`config.mk`:
```
export PLATFORM = sky130hd
export DESIGN_NAME = seg_pipe_adder
export DESIGN_NICKNAME = d
export VERILOG_FILES = /design/src/rtl/seg_pipe_adder.sv
export SDC_FILE = /design/constraint.sdc
export NUM_CORES = 1
export LEC_CHECK = 0
export ABC_AREA = 1
export BUFFER_PORTS_ARGS = -buffer_cell sky130_fd_sc_hd__buf_2
export CAP_MARGIN = 15
export CELL_PAD_IN_SITES_DETAIL_PLACEMENT = 2
export CELL_PAD_IN_SITES_GLOBAL_PLACEMENT = 2
export CORE_ASPECT_RATIO = 0.75
export CORE_UTILIZATION = 40
export DETAILED_ROUTE_END_ITERATION = 6
export GPL_TIMING_DRIVEN = 0
export HOLD_SLACK_MARGIN = 0.03
export PLACE_DENSITY = 0.89
export SLEW_MARGIN = 20
export SYNTH_ARGS = -nofsm -noshare
export SYNTH_HDL_FRONTEND = slang
export SYNTH_SLANG_ARGS = --single-unit
```
`constraint.sdc`:
```
create_clock -name clk -period 2.4 [get_ports clk]
set_input_delay 0.48 -clock clk [delete_from_list [all_inputs] [get_ports clk]]
set_output_delay 0.48 -clock clk [all_outputs]
set_load 0.005 [all_outputs]
```
`src/rtl/seg_pipe_adder.sv`:
```
// seg_pipe_adder: pipelined two's-complement adder/subtractor.
// A WIDTH-bit add is split into SEGMENTS carry-linked segments. Each pipeline
// stage resolves one segment and passes the carry forward. All stages advance
// together under a single valid/ready handshake, so backpressure is complete.
// Optional feature: define SEG_PIPE_ADDER_SAT_EN to saturate the sum on
// signed overflow. This adds no latency.
module seg_pipe_adder #(
  parameter int WIDTH    = 16,
  parameter int SEGMENTS = 4
) (
  input  logic             clk,
  input  logic             rst,
  input  logic             in_valid,
  output logic             in_ready,
  input  logic [WIDTH-1:0] a,
  input  logic [WIDTH-1:0] b,
  input  logic             carry_in,
  input  logic             sub,
  output logic             out_valid,
  input  logic             out_ready,
  output logic [WIDTH-1:0] sum,
  output logic             carry_out,
  output logic             overflow
);

  localparam int SEG_W = WIDTH / SEGMENTS;

  if (WIDTH % SEGMENTS != 0) begin : g_bad_cfg
    $error("seg_pipe_adder: WIDTH must be a multiple of SEGMENTS");
  end

  // The whole pipeline moves as one unit, so a single enable serves every stage.
  logic advance;
  assign advance  = !out_valid || out_ready;
  assign in_ready = advance;

  // These are the next-state values for the output register, produced by the last stage.
  logic [WIDTH-1:0] sum_n;
  logic             carry_n;
  logic             ovf_n;
  logic             valid_n;

  for (genvar k = 0; k < SEGMENTS; k++) begin : g_stage
    // REM is the count of operand bits that are still unresolved when they enter stage k.
    localparam int REM = WIDTH - k * SEG_W;

    logic [REM-1:0]           a_i;
    logic [REM-1:0]           b_i;
    logic                     c_i;
    logic                     v_i;
    logic [SEG_W:0]           seg_add;
    logic [(k+1)*SEG_W-1:0]   r_n;

    if (k == 0) begin : g_src
      // Subtraction is computed as A + ~B + 1. In that case carry_in is ignored.
      assign a_i = a;
      assign b_i = sub ? ~b : b;
      assign c_i = sub | carry_in;
      assign v_i = in_valid;
      assign r_n = seg_add[SEG_W-1:0];
    end else begin : g_src
      assign a_i = g_stage[k-1].g_reg.a_q;
      assign b_i = g_stage[k-1].g_reg.b_q;
      assign c_i = g_stage[k-1].g_reg.c_q;
      assign v_i = g_stage[k-1].g_reg.v_q;
      assign r_n = {seg_add[SEG_W-1:0], g_stage[k-1].g_reg.r_q};
    end

    // This is the segment add. The extra top bit is the carry into the next segment.
    assign seg_add = {1'b0, a_i[SEG_W-1:0]} + {1'b0, b_i[SEG_W-1:0]}
                   + {{SEG_W{1'b0}}, c_i};

    if (k < SEGMENTS - 1) begin : g_reg
      logic [REM-SEG_W-1:0]   a_q;
      logic [REM-SEG_W-1:0]   b_q;
      logic [(k+1)*SEG_W-1:0] r_q;
      logic                   c_q;
      logic                   v_q;

      // The stage valid bit is the only state here that must be cleared by reset.
      // NOTE: sequential state uses non-blocking assignments so every flop samples pre-edge values.
      always_ff @(posedge clk or posedge rst) begin
        if (rst) begin
          v_q <= 1'b0;
        end else if (advance) begin
          v_q <= v_i;
        end
      end

      // This is the stage data: resolved low bits, skewed high operand bits, and the carry.
      // NOTE: data flops carry no reset; a bubble's contents are masked by its valid bit.
      always_ff @(posedge clk) begin
        if (advance) begin
          a_q <= a_i[REM-1:SEG_W];
          b_q <= b_i[REM-1:SEG_W];
          r_q <= r_n;
          c_q <= seg_add[SEG_W];
        end
      end
    end else begin : g_last
      logic             msb_cin;
      logic             ovf;
      logic [WIDTH-1:0] wrapped;

      // The carry into the MSB is recovered from the MSB sum bit and the MSB operand bits.
      assign msb_cin = a_i[SEG_W-1] ^ b_i[SEG_W-1] ^ seg_add[SEG_W-1];
      assign ovf     = msb_cin ^ seg_add[SEG_W];
      assign wrapped = r_n;

`ifdef SEG_PIPE_ADDER_SAT_EN
      // When overflow occurs, A and B' share a sign, so the sign of A picks the rail.
      assign sum_n = !ovf ? wrapped
                   : (a_i[SEG_W-1] ? {1'b1, {(WIDTH-1){1'b0}}}
                                   : {1'b0, {(WIDTH-1){1'b1}}});
`else
      assign sum_n = wrapped;
`endif
      assign carry_n = seg_add[SEG_W];
      assign ovf_n   = ovf;
      assign valid_n = v_i;
    end
  end

  // The output register is the last pipeline stage, and all outputs come straight from flops.
  always_ff @(posedge clk or posedge rst) begin
    if (rst) begin
      out_valid <= 1'b0;
      sum       <= '0;
      carry_out <= 1'b0;
      overflow  <= 1'b0;
    end else if (advance) begin
      out_valid <= valid_n;
      sum       <= sum_n;
      carry_out <= carry_n;
      overflow  <= ovf_n;
    end
  end

endmodule

```
==> results of run 1 <==
flip-flops by register name (all words and copies together), names as in the netlist:
| register | count |
|---|---|
| g_stage.g_reg.a_q | 24 |
| g_stage.g_reg.b_q | 24 |
| g_stage.g_reg.r_q | 24 |
| sum | 16 |
| g_stage.g_reg.c_q | 3 |
| g_stage.g_reg.v_q | 3 |
| carry_out | 1 |
| out_valid | 1 |
| overflow | 1 |
area by class of cell:
| class | instances | area (µm²) |
|---|---|---|
| fill | 888 | 4620 |
| sequential | 97 | 2800 |
| multi-input combinational | 143 | 941 |
| timing repair buffer | 56 | 280 |
| clock buffer | 10 | 229 |
| tap | 128 | 160 |
| clock inverter | 5 | 81.3 |
| buffer | 6 | 68.8 |
| inverter | 13 | 53.8 |
cell families after synthesis:
kind of cell / count (synthesis) / synth area share
flops: 97 / 0.724
simple gates: 89 / 0.0927
fa+ha+maj: 20 / 0.0801
xor+xnor: 22 / 0.0497
compound gates: 12 / 0.0203
buf+inv: 20 / 0.0336
cell usage in the layout, fill, tap and decap left out, types with 3 or more instances in the layout:
| cell type | count |
|---|---|
| sky130_fd_sc_hd__buf_6 | 3 |
| sky130_fd_sc_hd__xor2_1 | 21 |
| sky130_fd_sc_hd__clkbuf_16 | 9 |
| sky130_fd_sc_hd__nand2_1 | 70 |
| sky130_fd_sc_hd__nand3_1 | 10 |
| sky130_fd_sc_hd__inv_1 | 12 |
| sky130_fd_sc_hd__edfxtp_1 | 75 |
| sky130_fd_sc_hd__ha_1 | 12 |
| sky130_fd_sc_hd__fa_1 | 8 |
| sky130_fd_sc_hd__a21oi_1 | 6 |
| sky130_fd_sc_hd__o21ai_2 | 5 |
| sky130_fd_sc_hd__nor2_1 | 4 |
| sky130_fd_sc_hd__buf_2 | 56 |
| sky130_fd_sc_hd__dfrtp_1 | 22 |
cell usage after synthesis, drive strengths merged:
cell type,number,area (µm²)
xor2,21,184
inv,12,45.0
nor2,4,15.0
xnor2,1,8.76
dfrtp,22,551
nand3,10,50.1
or2,2,12.5
fa,8,160
edfxtp,75,2250
clkinv,1,8.76
buf,7,76.3
nand4,1,6.26
o21ai,6,48.8
a21oi,6,30.0
ha,12,150
nand2,72,275
power by group through the flow:
stage	Clock [mW]	Combinational (mW)	Sequential [mW]
floorplan	0	0.947	2.85
global route	1.61	1.72	2.99
finish	1.52	1.50	2.92
detailed placement	0	1.51	2.97
global placement	0	1.36	2.88
CTS	1.55	1.54	2.94
worst paths after layout:
path | slack [ps] | end
max | 170 | in_ready
min | 300 | g_stage[0].g_reg.a_q[1]
max reg2reg | 430 | overflow
min reg2reg | 420 | g_stage[2].g_reg.b_q[0]
max in group asynchronous | 1520 | sum[4]
min in group asynchronous | 320 | out_valid
routing by layer:
layer | up-vias | track usage | part of all wire
met4 | 0 | 0.0851 | 0.030
met3 | 19 | 0.0592 | 0.047
met1 | 1061 | 0.209 | 0.42
met5 | - | 0 | 0
met2 | 57 | 0.310 | 0.50
li1 | 1013 | - | -
==> results.txt, run 1 <==
----------------------------------------------------
[Outcome]
  Status ... completed

[Placed design]
  Dpl hpwl ... 5.65 mm
  Worst-case setup slack after placement ... -72.6 ps
  Number of placed instances, taps included ... 444
  I/O Buffers ... 56
  Last weighted congestion value of the routability-driven placer ... 0.776
  Cell area after placement ... 0.00431 mm²

[Cells and area]
  Final core utilization ... 0.500
  Area growth from synthesis to layout ... 19.2%
  Number of non-filler instances in the completed layout ... 458
  Nets@finish ... 384
  Fraction of layout cells with a size suffix above 1 ... 0.258
  Design area ... 0.00462 mm²
  N_diodes ... 0

[Worst setup path]
  Largest fanout of any net on the critical path ... 90
  Cells traversed along the worst timing path ... inv_1 -> or2_1 -> buf_6 -> buf_2
  Delay-heaviest family, CP ... buffers and inverters
  Required time at the endpoint of the critical path ... 1920 ps
  CP max-delay cell ... sky130_fd_sc_hd__buf_6
  Setup crit start ... out_valid
  Number of logic stages on the critical path including buffering ... 4
  Launching element type of the critical path ... flop
  Largest stage delay, worst path ... 590 ps
  Buf+Inv Stages, Crit Path ... 3
  Beginning of the worst register-to-register path ... g_stage[2].g_reg.a_q[0]
  Type of the worst setup path ... flop to output pin
  Depth of the most critical reg-to-reg path ... 8
  Kind of capture point of the worst setup path ... output pin
  Critical path data arrival time ... 1750 ps

[GRT]
  Antenna violations before repair ... 0
  Total global-route track usage ... 0.182
  Grt ovf ... 0
  First-pass GRT wire length ... 12.8 mm
  Largest net degree at the start of global routing ... 91
  Via count of the first global-routing pass ... 2396

[Hold path]
  Worst hold-check path type ... primary input to flop
  Worst hold start ... a[5]
  Hold-critical path depth ... 1

[Synthesis]
  Yosys warning count ... 0
  Cell area after synthesis ... 0.00387 mm²
  Flip-flop and latch count after synthesis ... 97
  Count of different cell masters after synthesis ... 21
  Mean instance size in the synthesized netlist ... 14.9 µm²
  Sequential cell area fraction in the yosys report ... 0.724
  Post-synth net total ... 318
  Gate count after technology mapping ... 260

[Clocking]
  Setup Buffers After CTS ... 0
  Clock tree from TritonCTS ... done
  Total of hold buffers inserted after clock tree synthesis ... 0
  Maximum buffer depth of the clock tree ... 2
  Number of gates given a new drive strength after cts ... 0
  Depth of the CTS H-tree ... 3
  Clock transition at path regs ... 70 ps
  Number of buffers added by the clock tree synthesis step ... 9
  Cell at the root of the clock tree ... sky130_fd_sc_hd__clkbuf_16
  Clock tree sinks ... 97
  Worst-skew pair later-pin latency ... 350 ps

[Detailed routing]
  Mean routed wirelength per cell ... 17.4 µm
  Starting DRC count in detailed routing ... 80
  Vias per Instance ... 4.69
  Post-route DRC violation count ... 0
  Drt pass-1 iters ... 4
  Total routed wirelength ... 7.98 mm
  Final antenna-violating net count ... 0
  Total via count in the routed design ... 2150

[STA]
  RSZ-0062 raised after global routing ... no
  Final Worst Setup Slack ... 165 ps
  Tmin final ... 2230 ps
  Remaining max-slew budget at the tightest pin ... 0.397
  Setup Total Neg Slack ... 0 ps
  Highest clock rate ... 448 MHz
  Hold violation total from the final report ... 0
  Number of pins exceeding their max-slew limit in the final report ... 0
  Period Utilization, post-route ... 0.931
  Worst hold slack ... 305 ps
  Transition time at the pin with the least slew margin ... 904 ps
  Worst clock skew ... 6.01 ps
  Endpoints failing setup ... 0

[Pwr]
  Areal power density over the cells ... 1290 mW/mm²
  Combinational cell fraction of total power ... 0.253
  Switching Fraction ... 0.305
  Cell internal pwr ... 4.12 mW
  Power consumption ... 5.94 mW
  Maximum vdd ir drop ... 0.573 mV
  Flop pwr share ... 0.492
  Sw power ... 1.81 mW
  Pleak ... 2.01 nW
  Clock network fraction of design power ... 0.256

[Run]
  Number of violations of the max-capacitance limit ... 0

[Floorplanning]
  I/O pin total ... 58
  Initial core utilization ... 0.420
  Height of the chip ... 87.2 µm
  Die boundary width ... 116 µm
  Total number of placement rows ... 30
  Die Outline Area ... 0.0101 mm²
  Area of the placeable core ... 0.00923 mm²

----------------------------------------------------
Note: power is estimated with default switching activity, not from simulation.
==> run 2, diff against run 1 <==
--- a/config.mk
+++ b/config.mk
@@ -8,14 +8,12 @@
 export ABC_AREA = 1
 export BUFFER_PORTS_ARGS = -buffer_cell sky130_fd_sc_hd__buf_2
 export CAP_MARGIN = 15
-export CELL_PAD_IN_SITES_DETAIL_PLACEMENT = 2
-export CELL_PAD_IN_SITES_GLOBAL_PLACEMENT = 2
 export CORE_ASPECT_RATIO = 0.75
-export CORE_UTILIZATION = 40
+export CORE_UTILIZATION = 50
 export DETAILED_ROUTE_END_ITERATION = 6
 export GPL_TIMING_DRIVEN = 0
 export HOLD_SLACK_MARGIN = 0.03
-export PLACE_DENSITY = 0.89
+export PLACE_DENSITY = 0.81
 export SLEW_MARGIN = 20
 export SYNTH_ARGS = -nofsm -noshare
 export SYNTH_HDL_FRONTEND = slang
==> results.txt, run 2 (synthesis gave the netlist of run 1 again) <==
----------------------------------------------------
[Pwr]
  Power consumption ... 5.43 mW (-8.6%)
  Pleak ... 1.97 nW (-1.7%)
  Areal power density over the cells ... 1200 mW/mm² (-6.3%)
  Maximum vdd ir drop ... 0.657 mV (+15%)

[Floorplanning]
  Area of the placeable core ... 0.00743 mm² (-20%)
  Initial core utilization ... 0.521 (+0.102)
  Die boundary width ... 104 µm (-10%)
  Die Outline Area ... 0.00811 mm² (-20%)
  I/O pin total ... 58 (unchanged)
  Height of the chip ... 78.2 µm (-10%)
  Total number of placement rows ... 27 (-10%)

[Clocking]
  Worst-skew pair later-pin latency ... 350 ps (about the same)
  Maximum buffer depth of the clock tree ... 2 (unchanged)
  Total of hold buffers inserted after clock tree synthesis ... 0 (unchanged)
  Setup Buffers After CTS ... 0 (unchanged)
  Clock transition at path regs ... 80 ps (about the same)
  Cell at the root of the clock tree ... sky130_fd_sc_hd__clkbuf_8
  Depth of the CTS H-tree ... 3 (unchanged)
  Number of buffers added by the clock tree synthesis step ... 9 (unchanged)
  Clock tree sinks ... 97 (unchanged)
  Clock tree from TritonCTS ... done
  Number of gates given a new drive strength after cts ... 0 (unchanged)

[Cells and area]
  Final core utilization ... 0.606 (+0.106)
  Multi-input combinational cell area ... 941 µm² (unchanged)
  Design area ... 0.00451 mm² (-2.4%)
  Nets@finish ... 384 (unchanged)
  N_diodes ... 0 (unchanged)
  Number of non-filler instances in the completed layout ... 432 (-5.7%)
  Top library cells by usage in the layout, fill and taps aside ... sky130_fd_sc_hd__edfxtp_1, sky130_fd_sc_hd__nand2_1, sky130_fd_sc_hd__buf_2, sky130_fd_sc_hd__dfrtp_1, sky130_fd_sc_hd__xor2_1
  Number of filler cells placed in the layout ... 602 (-32%)
  Most common cell after layout, fill and taps aside ... sky130_fd_sc_hd__edfxtp_1
  Area growth from synthesis to layout ... 16.3%
  Biggest regs ... g_stage.g_reg.a_q (24), g_stage.g_reg.b_q (24), g_stage.g_reg.r_q (24)
  Fraction of layout cells with a size suffix above 1 ... 0.257 (-0.000778)
  Total area of sequential cells ... 0.00280 mm² (unchanged)

[GRT]
  Total global-route track usage ... 0.150 (-0.0317)
  Grt ovf ... 0 (unchanged)
  Largest net degree at the start of global routing ... 91 (unchanged)
  Via count of the first global-routing pass ... 2025 (-15%)
  First-pass GRT wire length ... 9.08 mm (-29%)
  Antenna violations before repair ... 0 (unchanged)

[Worst setup path]
  Type of the worst setup path ... flop to output pin
  Kind of capture point of the worst setup path ... output pin
  Launching element type of the critical path ... flop
  Largest fanout of any net on the critical path ... 90 (unchanged)
  Critical path data arrival time ... 1730 ps (-20 ps)
  Required time at the endpoint of the critical path ... 1920 ps (about the same)

[STA]
  Worst clock skew ... 7.50 ps (+1.49 ps)
  Transition time at the pin with the least slew margin ... 829 ps (-74.6 ps)
  Period Utilization, post-route ... 0.920 (-0.0110)
  Number of pins exceeding their max-slew limit in the final report ... 0 (unchanged)
  Endpoints failing setup ... 0 (unchanged)
  Hold violation total from the final report ... 0 (unchanged)
  Remaining max-slew budget at the tightest pin ... 0.447 (+0.0498)
  Tmin final ... 2210 ps (-26.4 ps)
  Highest clock rate ... 453 MHz (+1.2%)
  Worst hold slack ... 287 ps (-17.7 ps)
  Final Worst Setup Slack ... 192 ps (+26.4 ps)
  RSZ-0062 raised after global routing ... no
  Setup Total Neg Slack ... 0 ps (unchanged)

[Placed design]
  Number of placed instances, taps included ... 417 (-6.1%)
  Last weighted congestion value of the routability-driven placer ... 0.728 (-6.2%)
  Dpl hpwl ... 3.81 mm (-33%)
  Worst-case setup slack after placement ... 59.3 ps (+132 ps)
  I/O Buffers ... 56 (unchanged)
  Cell area after placement ... 0.00428 mm² (-0.78%)

[Run]
  Number of violations of the max-capacitance limit ... 0 (unchanged)

[Hold path]
  Worst hold-check path type ... primary input to async pin

[Detailed routing]
  Total via count in the routed design ... 2048 (-4.7%)
  Drt pass-1 iters ... 4 (unchanged)
  Mean routed wirelength per cell ... 12.7 µm (-27%)
  Total routed wirelength ... 5.49 mm (-31%)
  Starting DRC count in detailed routing ... 77 (-3.8%)
  Vias per Instance ... 4.74 (+0.99%)
  Post-route DRC violation count ... 0 (unchanged)
  Final antenna-violating net count ... 0 (unchanged)

[Outcome]
  Status ... completed

----------------------------------------------------
run 2: cell count changes in the layout (fill, tap and decap cells not counted):
cell and delta:
sky130_fd_sc_hd__clkinv_1 +1, sky130_fd_sc_hd__bufinv_16 +1, sky130_fd_sc_hd__clkbuf_16 -9, sky130_fd_sc_hd__clkinv_4 -1
sky130_fd_sc_hd__clkbuf_8 +9
run 2: cell type report:
cell class              instances  share of cell area
inverters                      13              0.0119
well taps                     101              0.0280
clock inverters                 6              0.0236
multi-input cells             143               0.209
plain buffers                   6              0.0153
flip-flops and latches         97               0.622
clock buffers                  10              0.0283
repair buffers                 56              0.0622
run 2: power by group:
part,switching (mW),total (mW),internal (mW)
combinational,0.806,1.38,0.569
clock,0.519,1.21,0.687
sequential,0.232,2.85,2.62
run 2: worst max-delay path, stage by stage, from the launching register on:
cell and delay (ps):
sky130_fd_sc_hd__dfrtp_1 380, sky130_fd_sc_hd__inv_1 50, sky130_fd_sc_hd__or2_1 100, sky130_fd_sc_hd__buf_6 560, sky130_fd_sc_hd__buf_2 240
run 2: final timing paths:
check | from | endpoint | slack, ps | cells after the start
worst max-delay path | out_valid | in_ready | 190 | 4
worst min-delay path | rst | sum[3] | 290 | 2
worst min register to register | g_stage[1].g_reg.a_q[6] | g_stage[2].g_reg.a_q[2] | 420 | 0
worst max register to register | g_stage[2].g_reg.a_q[0] | overflow | 480 | 8
max in group asynchronous | rst | sum[2] | 1600 | 2
min in group clk | a[10] | g_stage[0].g_reg.a_q[6] | 300 | 1
run 2: layer usage:
layer	routed length, µm	track usage	up-vias
met1	2270	0.162	976
met5	0	0	-
met3	274	0.0590	8
met4	72	0.0638	0
li1	-	-	1008
met2	2870	0.264	56
